## src/rtl/bias_mem_param.sv

```systemverilog
// Signed bias memory of LAYERS x NEURONS entries with a 1-cycle registered read and a zeroing sweep FSM.
// Optional macro BIAS_PARITY_EN adds an even-parity bit per entry and the par_err read flag.
module bias_mem_param #(
  parameter int BIAS_W  = 8,
  parameter int LAYERS  = 3,
  parameter int NEURONS = 16,
  parameter int ADDR_W  = 16,
  localparam int LW     = (LAYERS > 1) ? $clog2(LAYERS) : 1,
  localparam int NW     = (NEURONS > 1) ? $clog2(NEURONS) : 1
) (
  input  logic                     clk,
  input  logic                     rst_n,
  input  logic                     rd_req,
  input  logic [ADDR_W-1:0]        rd_addr,
  output logic signed [BIAS_W-1:0] bias_val,
  output logic                     rd_valid,
  output logic                     addr_err,
  input  logic                     wr_en,
  input  logic [LW-1:0]            wr_layer,
  input  logic [NW-1:0]            wr_neuron,
  input  logic signed [BIAS_W-1:0] wr_data,
  output logic                     wr_ready,
  input  logic                     clear,
  output logic                     busy,
  output logic                     par_err
);
  localparam int DEPTH = LAYERS * NEURONS;
  localparam int IW    = (DEPTH > 1) ? $clog2(DEPTH) : 1;
`ifdef BIAS_PARITY_EN
  localparam int MW    = BIAS_W + 1;
`else
  localparam int MW    = BIAS_W;
`endif
  localparam logic [LW:0] LAYER_LIM  = (LW + 1)'(LAYERS);
  localparam logic [NW:0] NEURON_LIM = (NW + 1)'(NEURONS);

  typedef enum logic {IDLE, CLEAR} state_e;

  state_e                   state_q, state_d;
  logic [IW-1:0]            idx_q, idx_d;
  logic signed [BIAS_W-1:0] bias_val_q, bias_val_d;
  logic                     rd_valid_q, rd_valid_d;
  logic                     addr_err_q, addr_err_d;
  logic                     par_err_q, par_err_d;

  logic [MW-1:0]            mem_q [DEPTH];
  logic                     mem_we;
  logic [IW-1:0]            mem_widx;
  logic [MW-1:0]            mem_wdata;

  logic [LW-1:0]            rd_layer;
  logic [NW-1:0]            rd_neuron;
  logic                     rd_ok, wr_ok;
  logic [IW-1:0]            rd_idx, wr_idx;
  logic [MW-1:0]            rd_word, wr_word;

  always_comb begin
    rd_layer  = rd_addr[ADDR_W-1 -: LW];
    rd_neuron = rd_addr[ADDR_W-1-LW -: NW];
    rd_ok     = ({1'b0, rd_layer} < LAYER_LIM) && ({1'b0, rd_neuron} < NEURON_LIM);
    wr_ok     = ({1'b0, wr_layer} < LAYER_LIM) && ({1'b0, wr_neuron} < NEURON_LIM);
    rd_idx    = rd_ok ? IW'(int'(rd_layer) * NEURONS + int'(rd_neuron)) : '0;
    wr_idx    = wr_ok ? IW'(int'(wr_layer) * NEURONS + int'(wr_neuron)) : '0;
    // mem_q is read before this edge's write lands, so same-index read/write is read-first
    rd_word   = rd_ok ? mem_q[rd_idx] : '0;
`ifdef BIAS_PARITY_EN
    wr_word   = {^wr_data, wr_data};
`else
    wr_word   = wr_data;
`endif
  end

  always_comb begin
    state_d    = state_q;
    idx_d      = idx_q;
    bias_val_d = bias_val_q;
    rd_valid_d = 1'b0;
    addr_err_d = 1'b0;
    par_err_d  = 1'b0;
    mem_we     = 1'b0;
    mem_widx   = wr_idx;
    mem_wdata  = wr_word;
    case (state_q)
      IDLE: begin
        if (clear) begin
          state_d = CLEAR;
          idx_d   = '0;
        end else if (wr_en && wr_ok) begin
          mem_we = 1'b1;
        end
        if (rd_req) begin
          rd_valid_d = 1'b1;
          addr_err_d = ~rd_ok;
          bias_val_d = rd_ok ? rd_word[BIAS_W-1:0] : '0;
`ifdef BIAS_PARITY_EN
          par_err_d  = rd_ok && (^rd_word);
`endif
        end
      end
      CLEAR: begin
        mem_we    = 1'b1;
        mem_widx  = idx_q;
        mem_wdata = '0;
        if (idx_q == IW'(DEPTH - 1)) begin
          state_d = IDLE;
          idx_d   = '0;
        end else begin
          idx_d = idx_q + 1'b1;
        end
      end
      default: state_d = CLEAR;
    endcase
  end

  // Reset parks the FSM in CLEAR so every release starts a full sweep from index 0
  always_ff @(posedge clk or negedge rst_n) begin
    if (!rst_n) begin
      state_q    <= CLEAR;
      idx_q      <= '0;
      bias_val_q <= '0;
      rd_valid_q <= 1'b0;
      addr_err_q <= 1'b0;
      par_err_q  <= 1'b0;
    end else begin
      state_q    <= state_d;
      idx_q      <= idx_d;
      bias_val_q <= bias_val_d;
      rd_valid_q <= rd_valid_d;
      addr_err_q <= addr_err_d;
      par_err_q  <= par_err_d;
    end
  end

  always_ff @(posedge clk) begin
    if (mem_we) mem_q[mem_widx] <= mem_wdata;
  end

  assign busy     = (state_q == CLEAR);
  assign wr_ready = ~busy;
  assign bias_val = bias_val_q;
  assign rd_valid = rd_valid_q;
  assign addr_err = addr_err_q;
  assign par_err  = par_err_q;
endmodule
```

## config.mk

```make
export PLATFORM = sky130hd
export DESIGN_NAME = bias_mem_param
export DESIGN_NICKNAME = d
export VERILOG_FILES = /design/src/rtl/bias_mem_param.sv
export SDC_FILE = /design/constraint.sdc
export NUM_CORES = 1
export LEC_CHECK = 0
export CORE_AREA = 2 2 170 172
export DETAILED_ROUTE_END_ITERATION = 10
export DIE_AREA = 0 0 172 174
export GPL_ROUTABILITY_DRIVEN = 0
export PLACE_DENSITY = 0.85
export SLEW_MARGIN = 10
export SYNTH_ARGS = -nofsm -noshare
export SYNTH_HDL_FRONTEND = slang
export SYNTH_SLANG_ARGS = --single-unit
```

## constraint.sdc

```tcl
create_clock -name clk -period 3.25 [get_ports clk]
set_input_delay 0.65 -clock clk [delete_from_list [all_inputs] [get_ports clk]]
set_output_delay 0.65 -clock clk [all_outputs]
set_load 0.005 [all_outputs]
```

==> summary.md, run 1 <==
| Metric | Value |
|---|---|
| Seq/Total Area, Yosys | 71.70% |
| Clk_lat worst skew | 0.53 ns |
| Drt pass-1 iters | 7 |
| Clk slew on worst S/H paths | 0.06 ns |
| Status | finished, final reports clean |
| Initial antenna violation count | 0 |
| Max Clk Rate | 0.3517 GHz |
| Num rows | 62 |
| Comb power frac | 4.1% |
| Peak VDD IR | 0.3751 mV |
| CTS H-tree depth | 2 |
| GR Overflow Total | 0 |
| Min-Delay Path Class | flip-flop to flip-flop |
| Initial Utilization | 59.06% |
| Synthesized area per cell | 14.78 µm² |
| Psw | 2.053 mW |
| Yosys reg bits | 401 |
| Vias in the first global route | 10479 |
| Area grow syn2layout | 13.99% |
| Clock Sinks | 401 |
| GRT Overall Usage | 27.15% |
| Mapped Area | 0.01668 mm² |
| Arrival time at the worst endpoint | 2.99 ns |
| Worst setup EP type | flip-flop |
| Hpwl dp | 25350 µm |
| Skew final | 0.02001 ns |
| CTS root buffer | clkbuf_16 |
| Power per cell area | 536.8 mW/mm² |
| Clk network pwr share | 41.2% |
| Crit start category | flip-flop |
| I/O pin count | 48 |
| Worst path max stage delay | 0.74 ns |
| Avg WL per Cell | 24.63 µm |
| Number of cells produced by synthesis | 1128 |
| Final setup fails | 0 |
| First-pass GRT wire length | 60810 µm |
| Post-synthesis cell type count | 59 |
| Filler instances | 1760 |
| CTS tree | yes |
| Post-Synthesis Net Count | 1164 |
| P_leak | 5.647 nW |
| DRC Markers | 0 |
| Final Critical Period | 2.843 ns |
| Worst-path fanout max | 16 |
| Worst path slowest cell | nor2_1 |
| Crit path cell chain | inv_1, a31oi_1, nor2b_1, nand2_1, nor2_1 |
| Die ar. | 0.02993 mm² |
| Multi-input gate area | 0.004329 mm² |
| Final net count | 1244 |
| RSZ-0062 raised after global routing | no |
| Die H | 174 µm |
| Synth area leaders | edfxtp_1, mux4_2, a21oi_1 |
| Area leader, netlist | edfxtp_1 |
| PortBufs | 36 |
| Yosys top cell area share | 69.14% |
| Max Buffers Root-to-Sink | 3 |
| Setup TNS | 0 ns |
| Asr flop ratio synth | 4.239% |
| Flop pwr share | 54.6% |
| Vias per cell | 6.650 |
| Largest net degree at the start of global routing | 57 |
| Via count | 10780 |
| Worst Path Required | 3.39 ns |
| Die X | 172 µm |
| Storage element area | 0.01196 mm² |
| Worst-Margin Slew | 1.084 ns |
| Post-CTS Resized | 0 |
| Diodes inserted | 0 |
| Rel. slew slack | 27.55% |
| 1st-iter DRT viols | 1914 |
| Synth Warn # | 0 |
| Final hold vios | 0 |
| Period Utilization, post-route | 87.48% |
| Pwr Total | 10.20 mW |
| Max_cap viols | 0 |
| Sw frac | 20.12% |
| TritonCTS Buffers | 39 |
| Max Slew Vio Count | 0 |
| Drt total wl | 39920 µm |
| Kind of critical path | flip-flop to flip-flop |
| Ys flop type | edfxtp_1 |
| ANT nets after route | 0 |
| Post-CTS Setup Bufs | 0 |
| Fraction of layout cells with a size suffix above 1 | 15.84% |
| Core Area | 0.02824 mm² |
| Post-CTS Hold Buffers | 0 |
| Post-synth EDFFs | 384 |
| Pint | 8.151 mW |
==> path summary, 6_finish.rpt <==
| check | slack [ns] | depth (start not counted) | from | endpoint |
|---|---|---|---|---|
| hold reg to reg | 0.54 | 1 | idx_q[3] | idx_q[3] |
| setup / recovery | 0.41 | 5 | busy | mem_q[22][6] |
| hold / removal | 0.54 | 1 | idx_q[3] | idx_q[3] |
| max in group asynchronous | 1.99 | 1 | rst_n | idx_q[5] |
| setup reg to reg | 0.41 | 5 | busy | mem_q[22][6] |
| min in group asynchronous | 0.66 | 1 | rst_n | idx_q[0] |
==> sequential cells by signal, summed over array words and instances (netlist names) <==
name and flops:
addr_err 1, busy 1, bias_val 8, mem_q 384
rd_valid 1, idx_q 6
==> final cells by class <==
class,instances,share of cell area [%]
multi-input cells,637,22.77
clock inverters,9,0.2369
inverters,12,0.2369
well taps,384,2.527
flip-flops and latches,401,62.90
repair buffers,117,5.285
clock buffers,61,6.042
==> synth_stat cells (all sizes together) (3+ instances only) <==
library cell  count
mux2             17
a211oi           35
nand4             8
o211ai           27
nand2b           12
nand3b            7
nor3              3
nor2b            32
buf              49
o221ai           38
inv              12
edfxtp          384
clkbuf           29
o21ai            28
nand3            24
a21oi            85
nor2            100
nor3b             9
a31oi            15
dfrtp            16
mux4             22
o31ai             6
and2              5
nand2            71
mux2i            42
o22ai            21
a31o              3
==> worst max-delay path: cells and delay by family (launching register included) <==
family / cells / cell delay (ns)
and+or+nand+nor: 3 / 1.19
DFF: 1 / 0.69
AOI/OAI and AO/OA: 1 / 0.34
buffers and inverters: 1 / 0.22
==> power groups by stage <==
stage / clock network [mW] / registers, mW / logic (mW)
final: 4.21 / 5.57 / 0.423
after global routing: 4.41 / 5.57 / 0.448
after CTS: 4.22 / 5.57 / 0.411
after detailed placement: 0 / 5.68 / 0.404
after global placement: 0 / 5.68 / 0.390
after floorplan: 0 / 5.68 / 0.267
==> cell families (layout without fill, tap and decap cells) <==
kind of cell	count (synthesis)	in the layout	synth area share [%]
flops	401	401	71.70
compound gates	274	274	10.87
simple gates	278	278	7.885
mux	81	81	6.640
buf+inv	90	199	2.701
xor+xnor	2	2	0.1051
fa+ha+maj	1	1	0.07501
other cells	1	1	0.02249
==> layer usage <==
layer,vias up,wire [µm],GRT usage (%)
met2,835,19450,44.70
met5,-,0,0
met4,0,1802,10.26
met3,186,4807,5.760
met1,5189,13860,35.82
li1,4570,-,-
==> layout by cell type, fill, tap and decap left out, types with 24 or more instances in the layout <==
cell / netlist / layout
nor2b_1: 32 / 24
nand3_1: 24 / 24
a211oi_1: 35 / 35
mux2i_1: 42 / 42
nand2_1: 70 / 70
nor2_1: 100 / 100
buf_4: 17 / 79
o21ai_0: 27 / 27
a21oi_1: 85 / 85
o221ai_1: 38 / 38
edfxtp_1: 384 / 384
clkbuf_16: 0 / 39
clkdlybuf4s50_1: 0 / 34
o211ai_1: 27 / 27
==> stage by stage <==
stage	instance area (µm²)	utilization (%)	instances	setup slack [ns]	hold slack, ns
after global placement	17820	63.10	1551	0.2401	0.5178
final	19010	67.33	1621	0.4069	0.5421
after global routing	19010	67.33	1621	0.2914	0.5549
after CTS	19010	67.33	1621	0.4844	0.5381
after detailed placement	17820	63.10	1551	0.1118	0.5290
after floorplan	16680	-	1128	0.8094	0.3544
No activity file was read; power rests on OpenSTA's default activity.
==> run 2: changes to the inputs <==
--- a/config.mk
+++ b/config.mk
@@ -7,5 +7,5 @@
 export LEC_CHECK = 0
-export CORE_AREA = 2 2 170 172
+export CORE_AREA = 5 5 173 175
 export DETAILED_ROUTE_END_ITERATION = 10
-export DIE_AREA = 0 0 172 174
+export DIE_AREA = 0 0 178 180
 export GPL_ROUTABILITY_DRIVEN = 0
--- a/constraint.sdc
+++ b/constraint.sdc
@@ -3,2 +3,2 @@
 set_output_delay 0.65 -clock clk [all_outputs]
-set_load 0.005 [all_outputs]
+set_load 0.02 [all_outputs]
==> run 2 against run 1 <==
Compared with the run above: via count fell by 0.86%; sequential cell count is the same; count of clock-buffer cells in the layout decreased by 11; total power down 0.48%; die area up 7.1%; routed wire length about the same; critical endpoint is now wr_ready.
==> summary.md, run 2 (same netlist as run 1, synthesis figures left out) <==
| Metric | Value |
|---|---|
| DRC Markers | 0 |
| Area grow syn2layout | 13.85% |
| Top reg by flops | mem_q |
| Fraction of layout cells with a size suffix above 1 | 15.56% |
| Max Clk Rate | 0.3466 GHz |
| Initial antenna violation count | 1 |
| Vias in the first global route | 10541 |
| Arrival time at the worst endpoint | 2.24 ns |
| PortBufs | 36 |
| Worst slack, placed | 0.1594 ns |
| Period Utilization, post-route | 88.77% |
| Core Area | 0.02831 mm² |
| RSZ-0062 raised after global routing | no |
| Max Slew Vio Count | 0 |
| Die X | 178 µm |
| Drt total wl | 39950 µm |
| Status | finished, final reports clean |
| Post-CTS Resized | 0 |
| Path depth of the worst reg2reg path | 5 |
| Vias per cell | 6.581 |
| GR Overflow Total | 0 |
| Commonest cells after routing, fill and taps aside | edfxtp_1, nor2_1, a21oi_1, buf_4, nand2_1 |
| Initial Utilization | 58.90% |
| R2R Setup Slk | 0.47 ns |
| Worst setup EP type | primary output |
| Multi-input gate area | 0.004329 mm² |
| Min-Delay Path Class | flip-flop to flip-flop |
| TritonCTS Buffers | 40 |
| Clock Sinks | 401 |
| Sw frac | 20.82% |
| Crit path cell chain | inv_1, buf_4, clkdlybuf4s50_1 |
| Post-CTS Setup Bufs | 0 |
| Via count | 10687 |
| Worst Path Required | 2.60 ns |
| Final Non-Filler Cells | 1624 |
| Largest net degree at the start of global routing | 57 |
| Max FFs per register | 384 |
| Final hold vios | 0 |
| Crit start category | flip-flop |
| Filler instances | 1784 |
| Reg2reg end | mem_q[33][4] |
| CTS H-tree depth | 2 |
| Commonest non-fill, non-tap cell in the layout | edfxtp_1 |
| Hold_sp | bias_val[0] |
| Max Buffers Root-to-Sink | 3 |
| Diodes inserted | 0 |
| P_leak | 5.632 nW |
| Levels on crit path | 3 |
| RR Startpoint | busy |
| CTS root buffer | clkbuf_16 |
| Peak VDD IR | 0.3184 mV |
| Die ar. | 0.03204 mm² |
| Rel. slew slack | 26.31% |
| Hpwl dp | 25190 µm |
| Clk network pwr share | 41.0% |
| I/O pin count | 48 |
| Skew final | 0.01483 ns |
| Psw | 2.115 mW |
| Flop pwr share | 54.9% |
| Clk_lat worst skew | 0.53 ns |
| Final net count | 1245 |
| Crit. Startpoint | busy |
| Comb power frac | 4.2% |
| ANT nets after route | 0 |
| CP Buf/Inv Count | 3 |
| Avg WL per Cell | 24.60 µm |
| Worst path top cell family by delay | buffers and inverters |
| Max_cap viols | 0 |
| GRT Overall Usage | 24.84% |
| CTS tree | yes |
| Setup TNS | 0 ns |
| Worst-Margin Slew | 1.102 ns |
| Post-CTS Hold Buffers | 0 |
| Worst-path fanout max | 18 |
| First-pass GRT wire length | 61220 µm |
| Pint | 8.041 mW |
| Die H | 180 µm |
| Power per cell area | 534.9 mW/mm² |
| WHS | 0.5707 ns |
| Worst path slowest cell | dfstp_2 |
| Placed cells | 1551 |
| Drt pass-1 iters | 6 |
| 1st-iter DRT viols | 1466 |
| Worst path max stage delay | 0.70 ns |
| Final Critical Period | 2.885 ns |
| Kind of critical path | flip-flop to primary output |
| Clk slew on worst S/H paths | 0.06 ns |
| Storage element area | 0.01196 mm² |
| Critical Path End | wr_ready |
| Worst setup margin | 0.3648 ns |
| Num rows | 62 |
| Final setup fails | 0 |
==> run 2: cell types whose count changed in the layout (fill, tap and decap cells not counted) <==
cell       delta
clkbuf_1      -4
clkbuf_16     +2
clkbuf_8      -9
clkinv_1     +10
clkinv_2      +2
clkinv_4      +1
inv_6         +1
==> run 2: power by group through the flow <==
| stage | Sequential, mW | Clock (mW) | Combinational [mW] |
|---|---|---|---|
| after floorplan | 5.68 | 0 | 0.267 |
| after global routing | 5.57 | 4.40 | 0.443 |
| final | 5.57 | 4.16 | 0.422 |
| after global placement | 5.68 | 0 | 0.391 |
| after detailed placement | 5.68 | 0 | 0.404 |
| after CTS | 5.57 | 4.18 | 0.411 |
==> run 2: final cells by class <==
| type | count | area share (%) |
|---|---|---|
| clock buffer | 50 | 5.582 |
| clock inverter | 23 | 0.5799 |
| inverter | 12 | 0.2372 |
| multi-input combinational | 637 | 22.80 |
| sequential | 401 | 62.98 |
| tap | 384 | 2.530 |
| timing repair buffer | 117 | 5.292 |
==> run 2: per-stage QoR <==
step,utilization (%),area [µm²],power (mW)
2_1_floorplan,-,16680,5.951
3_3_place_gp,62.93,17820,6.075
3_5_place_dp,62.93,17820,6.088
4_1_cts,67.06,18990,10.17
5_1_grt,67.06,18990,10.42
6_report,67.06,18990,10.16
==> run 2: worst min path at each step <==
stage,to,depth (start not counted)
after detailed placement,bias_val[0],2
after floorplan,addr_err,0
after CTS,bias_val[3],2
after global placement,bias_val[6],2
final,bias_val[0],2
after global routing,bias_val[3],2
==> run 2: metal layers <==
metal | share of wire, % | track usage [%]
met5 | 0.045 | 0
met4 | 4.1 | 9.097
met3 | 10 | 4.706
met2 | 49 | 41.00
met1 | 36 | 33.19
==> run 2: worst min-delay path, stage by stage (launching register included) <==
cell,delay [ns]
dfrtp_1,0.39
nand2_1,0.08
o31ai_1,0.07
